[src/rtl/cfs_sync_debounce.sv]
// rtl/cfs_sync_debounce.sv - synchroniser plus level debouncer with change pulse
// Optional rejected-glitch counter: define CFS_SYNC_DEBOUNCE_GLITCH_CNT_EN.
module cfs_sync_debounce #(
    parameter int SYNC_STAGES = 2,
    parameter int CNT_WIDTH   = 8,
    parameter bit RESET_VAL   = 1'b0
) (
    input  logic                 clk,
    input  logic                 reset_n,
    input  logic                 async_in,
    input  logic [CNT_WIDTH-1:0] threshold,
`ifdef CFS_SYNC_DEBOUNCE_GLITCH_CNT_EN
    input  logic                 glitch_clr,
    output logic [15:0]          glitch_cnt,
`endif
    output logic                 data_out,
    output logic                 changed
);

    typedef enum logic {STABLE, CHECK} state_t;

    logic [SYNC_STAGES-1:0] sync_q;
    logic                   sync_in;
    logic                   mismatch;
    logic [CNT_WIDTH-1:0]   thr_eff;

    state_t                 state_q, state_d;
    logic [CNT_WIDTH-1:0]   cnt_q, cnt_d;
    logic                   data_d;
    logic                   changed_d;

    always_ff @(posedge clk or negedge reset_n) begin
        if (!reset_n) begin
            sync_q <= {SYNC_STAGES{RESET_VAL}};
        end else begin
            sync_q <= {sync_q[SYNC_STAGES-2:0], async_in};
        end
    end

    assign sync_in  = sync_q[SYNC_STAGES-1];
    assign mismatch = (sync_in != data_out);
    // A zero threshold behaves exactly like one so a commit always needs two matching samples.
    assign thr_eff  = (threshold == '0) ? {{(CNT_WIDTH-1){1'b0}}, 1'b1} : threshold;

    always_ff @(posedge clk or negedge reset_n) begin
        if (!reset_n) begin
            state_q  <= STABLE;
            cnt_q    <= '0;
            data_out <= RESET_VAL;
            changed  <= 1'b0;
        end else begin
            state_q  <= state_d;
            cnt_q    <= cnt_d;
            data_out <= data_d;
            changed  <= changed_d;
        end
    end

    always_comb begin
        state_d   = state_q;
        cnt_d     = cnt_q;
        data_d    = data_out;
        changed_d = 1'b0;
        case (state_q)
            STABLE: begin
                if (mismatch) begin
                    state_d = CHECK;
                    cnt_d   = {{(CNT_WIDTH-1){1'b0}}, 1'b1};
                end else begin
                    cnt_d   = '0;
                end
            end
            CHECK: begin
                if (!mismatch) begin
                    state_d = STABLE;
                    cnt_d   = '0;
                end else if (cnt_q >= thr_eff) begin
                    state_d   = STABLE;
                    cnt_d     = '0;
                    data_d    = sync_in;
                    changed_d = 1'b1;
                end else begin
                    cnt_d = cnt_q + {{(CNT_WIDTH-1){1'b0}}, 1'b1};
                end
            end
            default: begin
                state_d = STABLE;
                cnt_d   = '0;
            end
        endcase
    end

`ifdef CFS_SYNC_DEBOUNCE_GLITCH_CNT_EN
    logic glitch_evt;

    assign glitch_evt = (state_q == CHECK) && !mismatch;

    // Clear wins over a same-cycle glitch; the count sticks at all-ones.
    always_ff @(posedge clk or negedge reset_n) begin
        if (!reset_n) begin
            glitch_cnt <= 16'h0000;
        end else if (glitch_clr) begin
            glitch_cnt <= 16'h0000;
        end else if (glitch_evt && (glitch_cnt != 16'hFFFF)) begin
            glitch_cnt <= glitch_cnt + 16'd1;
        end
    end
`endif

endmodule
[config.mk]
export PLATFORM = sky130hd
export DESIGN_NAME = cfs_sync_debounce
export DESIGN_NICKNAME = d
export VERILOG_FILES = /design/src/rtl/cfs_sync_debounce.sv
export SDC_FILE = /design/constraint.sdc
export NUM_CORES = 1
export LEC_CHECK = 0
export BUFFER_PORTS_ARGS = -buffer_cell sky130_fd_sc_hd__buf_4
export CAP_MARGIN = 20
export CORE_MARGIN = 5
export CORE_UTILIZATION = 40
export DETAILED_ROUTE_END_ITERATION = 16
export PLACE_DENSITY = 0.59
export RECOVER_POWER = 50
export SKIP_LAST_GASP = 1
export SLEW_MARGIN = 10
export SYNTH_ARGS = -nofsm -noshare
export SYNTH_HDL_FRONTEND = slang
export SYNTH_SLANG_ARGS = --single-unit
[constraint.sdc]
create_clock -name clk -period 2 [get_ports clk]
set_input_delay 0.1 -clock clk [delete_from_list [all_inputs] [get_ports clk]]
set_output_delay 0.1 -clock clk [all_outputs]
set_load 0.005 [all_outputs]
After elaboration in Yosys (flattened, before gate mapping) --
Index checks and enable logic that the tools add are counted.
Storage, ports and cells: output and inout port bits 2, register bits 13, logic and storage cells 23
Operators by class: order comparisons 1, add/subtract/negate cells 1, bitwise logic cells 1, eq/ne operators 1, mux-type cells 12, reductions and logical operators 2
Operators with widths (number):
- $mux W8 | 3
- $pmux W8 S2 | 1
- $add A8 B1 Y8 const B | 1
- $ge A8 B8 Y1 | 1
- $logic_not A8 Y1 | 1
- $mux W1 | 7
- $reduce_and A3 Y1 | 1
- $pmux W1 S2 | 1
- $ne A1 B1 Y1 | 1
- $not A1 Y1 | 1

Logic depth before layout (Yosys ltp) --
Gate-level depths: netlist of the first run.
word-level depth 6, gate-level depth with buffers 8, gate-level depth less buffers 8

Least setup slack after synthesis of the first run --
OpenSTA, ideal clock, no wires.
path type input to register, start input threshold[2], end register data_out, data arrival time 1857 ps, path slack 18 ps, setup time 125 ps, data required time 1875 ps, stages on the path 8, path through nor4_1 -> a41o_1 -> ha_1 -> nand2b_4 -> a2111o_1 -> a21oi_1 -> nand2b_1 -> mux2_2
Between the ends: word-level cells in the longest chain between the ends 4
Ends and longest elaborated chain:
- start: declaration | RTL line 11 | input logic [CNT_WIDTH-1:0] threshold,
- $logic_not A8 Y1 | RTL line 43 | assign thr_eff = (threshold == '0) ? {{(CNT_WIDTH-1){1'b0}}, 1'b1} : threshold;
- $mux W8 * | RTL line 43
- $ge A8 B8 Y1 * | RTL line 77 | end else if (cnt_q >= thr_eff) begin
- $reduce_and A3 Y1 (no line) *
- end signal: assignment | RTL line 54 | data_out <= data_d;
- end: declaration | RTL line 16 | output logic data_out,
Every way passes the cells marked *; elsewhere a longest branch is shown, timed or not. A chain may end at the register's enable or synchronous reset.

Worst setup path in the final report of the first run --
start register cnt_q[0], end register data_out
Between the ends: word-level cells in the longest chain between the ends 2
Ends and longest elaborated chain:
- start: declaration | RTL line 28 | logic [CNT_WIDTH-1:0] cnt_q, cnt_d;
- start signal: assignment | RTL line 53 | cnt_q <= cnt_d;
- $ge A8 B8 Y1 | RTL line 77
- $reduce_and A3 Y1 (no line)
No other way between the ends.

==> results_dict.tcl, run 1 <==
set metrics [dict create \
    status "completed" \
    use_met2_pct 20.5 \
    cts.sinks 13 \
    wl_per_cell_um 12.8 \
    syn_nets 90 \
    wirelength_um 1460 \
    nNetsFinal 110 \
    cts_tree "built" \
    drtIter0Drc 3 \
    p_per_area_mw_per_mm2 752 \
    netlist_instances 70 \
    diodes 0 \
    whs_ns 0.356 \
    drv_slew 0 \
    synth_common_cells "13 x dfrtp_1, 9 x ha_1, 9 x inv_1" \
    min_path_cells 0 \
    synth_area_leaders "dfrtp_1 44%, ha_1 15%, xor2_1 4.8%" \
    finalCritPeriodShare_pct 97.6 \
    worst_pin_slew_ns 0.718 \
    slew_headroom_pct 52.2 \
    grtUsageMet1_pct 15.0 \
    numCtsBuffers 3 \
    drv_cap 0 \
    htreeDepth 1 \
    internal_power_mw 0.479 \
    synthesis.area_um2 733 \
    cts_buffer_depth 2 \
    worstPathRequired_ns 2.17 \
    p_leak_nw 0.482 \
    drt_first_pass_iters 4 \
    drive_gt1_share_pct 25.8 \
    yosys_register_bits 13 \
    ff2ff_path_depth 7 \
    fp.dieW_um 52.8 \
    ir_drop_uv 389 \
    final_antenna_net_count 0 \
    clock_skew_ns 0.00216 \
    synth_edf_count 0 \
    ys.flop_type "dfrtp_1" \
    clk_pin_slew_worst_paths_ns 0.07 \
    placed_area_um2 862 \
    p_clk_share_pct 23.4 \
    hold_viol 0 \
    numPortBuffers 12 \
    ios 13 \
    area_delta_synth_final_pct 26.5 \
    viasPerCell 5.03 \
    start_kind "flip-flop" \
    ys_seq_area_share_pct 44.4 \
    drc_errors 0 \
    synth_top_area_cell "dfrtp_1" \
    dieArea_mm2 0.00279 \
    fin_crit_ns 1.95 \
    grtUsageMet3_pct 2.85 \
    synth_area_per_cell_um2 10.5 \
    ys.warnings.count 0 \
    synth_top_area_share_pct 44.4 \
    busiest_layer "met2" \
    dp.final_hpwl_um 1130 \
    vias 573 \
    die_h_um 52.8 \
    post-route-cell-area_um2 927 \
    grt_pass1_vias 615 \
    fin_tns_setup_ns 0 \
    switchingPower_mw 0.219 \
    crit_fanout 2 \
    grt_max_degree 14 \
    antenna_found_initial 0 \
    setup-violations-final 0 \
    cts_setup_buffers 0 \
    clock_latency_ns 0.28 \
    switching_share_pct 31.4 \
    rows 15 \
    fmax_mhz 512 \
    combPwrFrac_pct 29.6 \
    grt_overflow 0 \
    synthDistinctLibCells 23 \
    gp_congestion 0.755 \
    grt_util_all_layers_pct 12.6 \
    power_frac_seq_pct 47.0 \
    synth.most_common_cell "dfrtp_1" \
    core_area_mm2 0.00173 \
    grt_pass1_wl_um 2510 \
    cp.arrival_ns 2.12 \
    root_buffer "clkbuf_4" \
    endpoint_kind "flip-flop" \
    fin_util_pct 53.7 \
    crit_type "reg -> reg" \
    worstHoldPathType "reg -> reg" \
    synth-async-reset-ratio_pct 100 \
    fillCellCount 177 \
    initial_core_util_pct 42.5 \
]
routing by layer:
| metal | up-vias | part of all wire [%] |
|---|---|---|
| met5 | - | 0 |
| met2 | 15 | 45 |
| met3 | 5 | 7.5 |
| met1 | 271 | 45 |
| li1 | 282 | - |
| met4 | 0 | 2.7 |
cell families (layout without fill, tap and decap cells):
family	after synthesis	after routing	synth area share [%]
simple gates	20	20	14.8
flops	13	13	44.4
compound gates	11	11	10.9
fa+ha+maj	9	9	15.4
buf+inv	9	28	4.61
xor+xnor	7	7	8.36
mux	1	1	1.54
sequential cells by signal (all words and copies together) (netlist names):
| register | flops |
|---|---|
| cnt_q | 8 |
| sync_q | 2 |
| state_q | 1 |
| changed | 1 |
| data_out | 1 |
what timing repair did:
item,CTS,global route
hold buffers,2,0
resized for setup,0,5
endpoints found under the setup margin,0,5
hold endpoints to repair,14,0
worst paths after layout:
check                      slack (ns)   endpoint      start
max in group asynchronous        1.17  sync_q[1]    reset_n
min in group asynchronous        0.38   cnt_q[4]    reset_n
hold / removal                   0.36  sync_q[1]  sync_q[0]
hold reg to reg                  0.36  sync_q[1]  sync_q[0]
setup / recovery                 0.05   data_out   cnt_q[0]
setup reg to reg                 0.05   data_out   cnt_q[0]
layout by cell type (no fill, tap or decap):
master         count
inv_2              1
nand2_2            1
buf_4             12
a21oi_2            1
a21oi_1            3
nor2_1             7
xnor2_1            3
o21bai_1           1
a211oi_4           1
nand2b_4           2
a41o_1             1
xor2_1             4
nand3_1            4
a2111o_1           1
nand2_1            1
nand4_1            1
inv_1              8
o21ai_0            2
clkbuf_1           2
nor4_1             1
ha_1               9
mux2_4             1
and3_2             1
dfrtp_1           13
o2bb2ai_1          1
dlygate4sd3_1      2
clkbuf_4           3
and3_1             2
stage by stage:
stage / total power [mW] / instances / setup WS (ns)
floorplan: 0.446 / 70 / 0.0184
global placement: 0.517 / 108 / -0.147
detailed placement: 0.521 / 108 / -0.192
CTS: 0.691 / 114 / 0.0267
global route: 0.751 / 114 / -0.00503
finish: 0.698 / 114 / 0.0479
cell type report:
cell class	count	area [µm²]	share of cell area, %
timing repair buffer	15	114	12.3
inverter	9	33.8	3.64
clock buffer	4	26.3	2.83
tap	25	31.3	3.37
sequential	13	325	35.1
multi-input combinational	48	397	42.8
critical path, cell delays in order (launching register included):
cell      delay, ns
dfrtp_1        0.36
inv_2          0.05
ha_1           0.27
nand2b_4       0.13
a2111o_1       0.42
a21oi_2        0.17
nand2b_4       0.15
mux2_4         0.29
power groups by stage:
stage                     clock, mW  combinational (mW)  sequential [mW]
final                         0.163               0.206            0.328
after global routing          0.186               0.232            0.334
after CTS                     0.171               0.197            0.323
after global placement            0               0.189            0.328
after detailed placement          0               0.193            0.328
after floorplan                   0               0.122            0.324
No activity file was read; power rests on OpenSTA's default activity.
==> run 2, diff against run 1 <==
- PLACE_DENSITY: 0.59 -> 0.56
- clock period: 2 -> 2.1 ns (I/O delays scaled with it)
==> run 2 against run 1 <==
Effect of this change:
- clock power is 4% lower
- sequential power shrank 5%
- largest power group unchanged
- setup slack better by 0.052 ns
- first-iteration DRC count fell by 67%
- non-clock buffer count unchanged
- sequential share of layout area increased by 0.58 points
- maximum frequency shrank 2.4%
- clock-buffer cell count did not move
==> results_dict.tcl, run 2 (synthesized netlist as in run 1, its figures left out) <==
set metrics [dict create \
    status "completed" \
    layout_common_cells "13 x dfrtp_1, 12 x buf_4, 9 x inv_1, 9 x ha_1, 7 x nor2_1" \
    die_h_um 52.8 \
    clk_pin_slew_worst_paths_ns 0.08 \
    drv_cap 0 \
    ff2ff_path_depth 7 \
    gp_congestion 0.747 \
    grt_util_all_layers_pct 12.0 \
    numPortBuffers 12 \
    dp.final_hpwl_um 1060 \
    cts.sinks 13 \
    crit_type "reg -> reg" \
    min_path_cells 0 \
    largest_register_ffs 8 \
    rsz0062_at_grt "false" \
    finalCritPeriodShare_pct 95.2 \
    diodes 0 \
    dp.cells 107 \
    nNetsFinal 110 \
    final_antenna_net_count 0 \
    cts_tree "built" \
    numCtsBuffers 3 \
    fin_tns_setup_ns 0 \
    wirelength_um 1350 \
    dieArea_mm2 0.00279 \
    grt_pass1_vias 565 \
    clock_latency_ns 0.27 \
    worstPathRequired_ns 2.26 \
    vias 550 \
    final_common_cell "dfrtp_1" \
    crit_fanout 3 \
    p_leak_nw 0.468 \
    core_area_mm2 0.00173 \
    power.total_mw 0.657 \
    drt_first_pass_iters 4 \
    final_cells 114 \
    antenna_found_initial 0 \
    drv_slew 0 \
    endpoint_kind "flip-flop" \
    fp.dieW_um 52.8 \
    worstHoldPathType "reg -> reg" \
    grt_overflow 0 \
    fmax_mhz 500 \
    ios 13 \
    grt_pass1_wl_um 2340 \
    reg2reg_to "data_out" \
    slowest_delay_ns 0.41 \
    cp_cell_sequence "inv_1, ha_1, nand2b_4, a2111o_1, a21oi_1, nand2b_1, mux2_2" \
    cp_slowest_cell "a2111o_1" \
    ir_drop_uv 425 \
    area_delta_synth_final_pct 24.4 \
    largest_registers "cnt_q: 8 flops, sync_q: 2 flops" \
    fin_util_pct 52.8 \
    cp_num_buf_inv 1 \
    grt_max_degree 14 \
    initial_core_util_pct 42.5 \
    clock_skew_ns 0.00169 \
    drive_gt1_share_pct 22.5 \
    whs_ns 0.353 \
    fin_crit_ns 2.00 \
    rows 15 \
    timing.rr.start "cnt_q[0]" \
    start_kind "flip-flop" \
    hold_viol 0 \
    cts_buffer_depth 2 \
    top_register "cnt_q" \
    slew_headroom_pct 53.1 \
    wl_per_cell_um 11.8 \
    drtIter0Drc 1 \
    setup-violations-final 0 \
    worstHoldStart "sync_q[0]" \
    htreeDepth 1 \
    cp.arrival_ns 2.16 \
    holdPathEnd "sync_q[1]" \
    p_per_area_mw_per_mm2 720 \
    drc_errors 0 \
    crit_family "compound AO/OA/AOI/OAI gates" \
    worst_pin_slew_ns 0.704 \
    viasPerCell 4.82 \
    rrSetupSlack_ns 0.10 \
    root_buffer "clkbuf_4" \
]
==> run 2: repair_timing <==
item	4_1_cts	5_1_grt
endpoints found under the setup margin	0	6
endpoints found under the hold margin	14	0
hold buffers	2	0
buffers inserted	0	1
resized for setup	0	1
==> run 2: area by class of cell <==
class                   instances  area (µm²)
flip-flops and latches         13         325
inverters                       9        33.8
clock buffers                   4        26.3
fillers                       179         815
repair buffers                 15         114
well taps                      25        31.3
multi-input cells              48         382
==> run 2: how the worst max path moves through the flow <==
| stage | start | cells after the start | slack [ns] | endpoint |
|---|---|---|---|---|
| floorplan | threshold[2] | 8 | 0.11 | data_out |
| global placement | threshold[2] | 9 | -0.05 | data_out |
| detailed placement | threshold[2] | 9 | -0.11 | data_out |
| CTS | cnt_q[0] | 7 | 0.06 | data_out |
| global route | cnt_q[0] | 7 | 0.03 | data_out |
| finish | cnt_q[0] | 7 | 0.10 | data_out |
==> run 2: per-stage QoR <==
stage               worst slack, ns  instance area, µm²
floorplan                     0.113                 733
global placement            -0.0522                 855
detailed placement           -0.110                 855
CTS                          0.0572                 901
global route                 0.0335                 912
finish                        0.100                 912
==> run 2: routing by layer <==
| metal | vias up | global-route usage (%) | wire length [µm] |
|---|---|---|---|
| met5 | - | 0 | 0 |
| met4 | 0 | 6.38 | 30 |
| li1 | 277 | - | - |
| met3 | 5 | 3.70 | 84 |
| met2 | 13 | 17.6 | 547 |
| met1 | 255 | 15.6 | 688 |
==> run 2: power by group <==
group | switching (mW) | internal, mW
logic | 0.0903 | 0.101
clock network | 0.0826 | 0.0736
registers | 0.0304 | 0.279
total | 0.203 | 0.454
==> run 3, diff against run 2 <==
- CELL_PAD_IN_SITES_DETAIL_PLACEMENT: not set -> 2
- CELL_PAD_IN_SITES_GLOBAL_PLACEMENT: not set -> 2
- CORE_UTILIZATION: 40 -> 33
- PLACE_DENSITY: 0.56 -> 0.71
==> run 3 against run 2 <==
Effect of this change:
- clock skew up 0.0032 ns
- sequential share of layout area fell by 0.15 points
- sequential cell count stayed put
- final area increased by 0.41%
- first-iteration DRC count grew to 6.0 times the previous value
- largest cell class unchanged
- critical path type unchanged
- clock-buffer cell count unchanged
- worst hold slack better by 0.0027 ns
- cell count increased by 2.6%
- critical endpoint unchanged
- global-route usage is 0.25 points lower
- setup slack got worse by 0.0059 ns
- non-clock buffer count unchanged
- wire length increased by 29%
==> results_dict.tcl, run 3 (synthesized netlist as in run 1, its figures left out) <==
set metrics [dict create \
    worstHoldStart "sync_q[0]" \
    pre_cts_slack_ns -0.133 \
    seq_area_um2 325 \
    start_kind "flip-flop" \
    numCtsBuffers 3 \
    endpoint_kind "flip-flop" \
    core_area_mm2 0.00217 \
    rsz0062_at_grt "true" \
    largest_register_ffs 8 \
    antenna_found_initial 0 \
    final_common_cell "dfrtp_1" \
    cts.sinks 13 \
    layout_common_cells "13 x dfrtp_1, 12 x buf_4, 9 x inv_1, 9 x ha_1, 7 x nor2_1" \
    worstHoldPathType "reg -> reg" \
    ios 13 \
    multi_input_area_um2 382 \
    grt_pass1_wl_um 2970 \
    clock_skew_ns 0.00489 \
    cp.arrival_ns 2.17 \
    fp.dieW_um 57.1 \
    worstPathRequired_ns 2.26 \
    vias 573 \
    ff2ff_path_depth 7 \
    ir_drop_uv 432 \
    dp.final_hpwl_um 1350 \
    whs_ns 0.356 \
    use_met2_pct 19.7 \
    initial_core_util_pct 33.8 \
    slew_headroom_pct 50.0 \
    gp_congestion 0.742 \
    crit_fanout 2 \
    clock_latency_ns 0.27 \
    cts_tree "built" \
    diodes 0 \
    drc_errors 0 \
    timing.rr.start "cnt_q[0]" \
    crit_type "reg -> reg" \
    die_h_um 57.1 \
    holdPathEnd "sync_q[1]" \
    wl_per_cell_um 14.9 \
    fin_crit_ns 2.01 \
    setup_slack_ns 0.0943 \
    hold_viol 0 \
    dieArea_mm2 0.00326 \
    grtUsageMet1_pct 15.0 \
    final_antenna_net_count 0 \
    grtUsageMet3_pct 2.49 \
    worst_pin_slew_ns 0.749 \
    cts_buffer_depth 2 \
    grt_util_all_layers_pct 11.8 \
    nNetsFinal 110 \
    finalCritPeriodShare_pct 95.5 \
    fillCellCount 257 \
    p_leak_nw 0.478 \
    grt_pass1_vias 648 \
    grt_overflow 0 \
    busiest_layer "met2" \
    p_per_area_mw_per_mm2 720 \
    rows 17 \
    drv_slew 0 \
    drv_cap 0 \
    drt_first_pass_iters 3 \
    drtIter0Drc 6 \
    htreeDepth 1 \
    largest_registers "cnt_q: 8 flops, sync_q: 2 flops" \
    drive_gt1_share_pct 23.6 \
    wirelength_um 1740 \
    rrSetupSlack_ns 0.09 \
    fmax_mhz 499 \
    grt_max_degree 14 \
    setup-violations-final 0 \
    clk_pin_slew_worst_paths_ns 0.08 \
    min_path_cells 0 \
    status "completed" \
    top_register "cnt_q" \
    viasPerCell 4.90 \
    area_delta_synth_final_pct 24.9 \
    power.total_mw 0.660 \
    root_buffer "clkbuf_4" \
    numPortBuffers 12 \
    reg2reg_to "data_out" \
]
==> run 3: cell types whose count changed in the layout (fill, tap and decap cells not counted) <==
| cell | previous run | this run |
|---|---|---|
| a211oi_4 | 1 | 0 |
| nand2b_1 | 1 | 0 |
| a211oi_2 | 0 | 1 |
| nand2b_4 | 1 | 2 |
==> run 3: worst max-delay path by stage <==
stage,end,startpoint,slack (ns)
CTS,data_out,cnt_q[0],0.04
finish,data_out,cnt_q[0],0.09
floorplan,data_out,threshold[2],0.11
global route,data_out,cnt_q[0],-0.05
global placement,data_out,threshold[2],-0.06
detailed placement,data_out,threshold[2],-0.13
==> run 3: per-layer routing <==
layer	wire (µm)	share of wire [%]	vias up
li1	-	-	277
met4	8	0.46	0
met5	0	0	-
met1	855	49	284
met3	58	3.3	2
met2	819	47	10
==> run 3: timing repair <==
item	CTS	global route
endpoints found under the setup margin	0	7
gates resized for setup	0	1
setup buffers	0	1
hold endpoints to repair	14	0
hold buffers	2	0
==> run 3: area by class of cell <==
type                            count  share of cell area, %
Multi-Input combinational cell     48                   41.7
Inverter                            9                   3.69
Sequential cell                    13                   35.5
Tap cell                           28                   3.83
Clock buffer                        4                   2.87
Timing Repair Buffer               15                   12.4
==> run 3: worst max-delay path, cell delays in order, from the launching register on <==
cell      delay, ns
dfrtp_1        0.35
inv_1          0.07
ha_1           0.28
nand2b_4       0.13
a2111o_1       0.43
a21oi_1        0.15
nand2b_4       0.15
mux2_2         0.33
==> run 3: metrics by stage <==
stage          area, µm²  TNS (ns)  utilization, %  instances
3_3_place_gp         858    -0.282            39.6        110
6_report             916         0            42.2        117
5_1_grt              916   -0.0858            42.2        117
2_1_floorplan        733         0               -         70
4_1_cts              905         0            41.7        116
3_5_place_dp         858    -0.779            39.6        110
==> run 3: power by group <==
group	switching [mW]	internal, mW
Sequential	0.0348	0.279
Combinational	0.0892	0.0989
Clock	0.0844	0.0736
Total	0.208	0.451
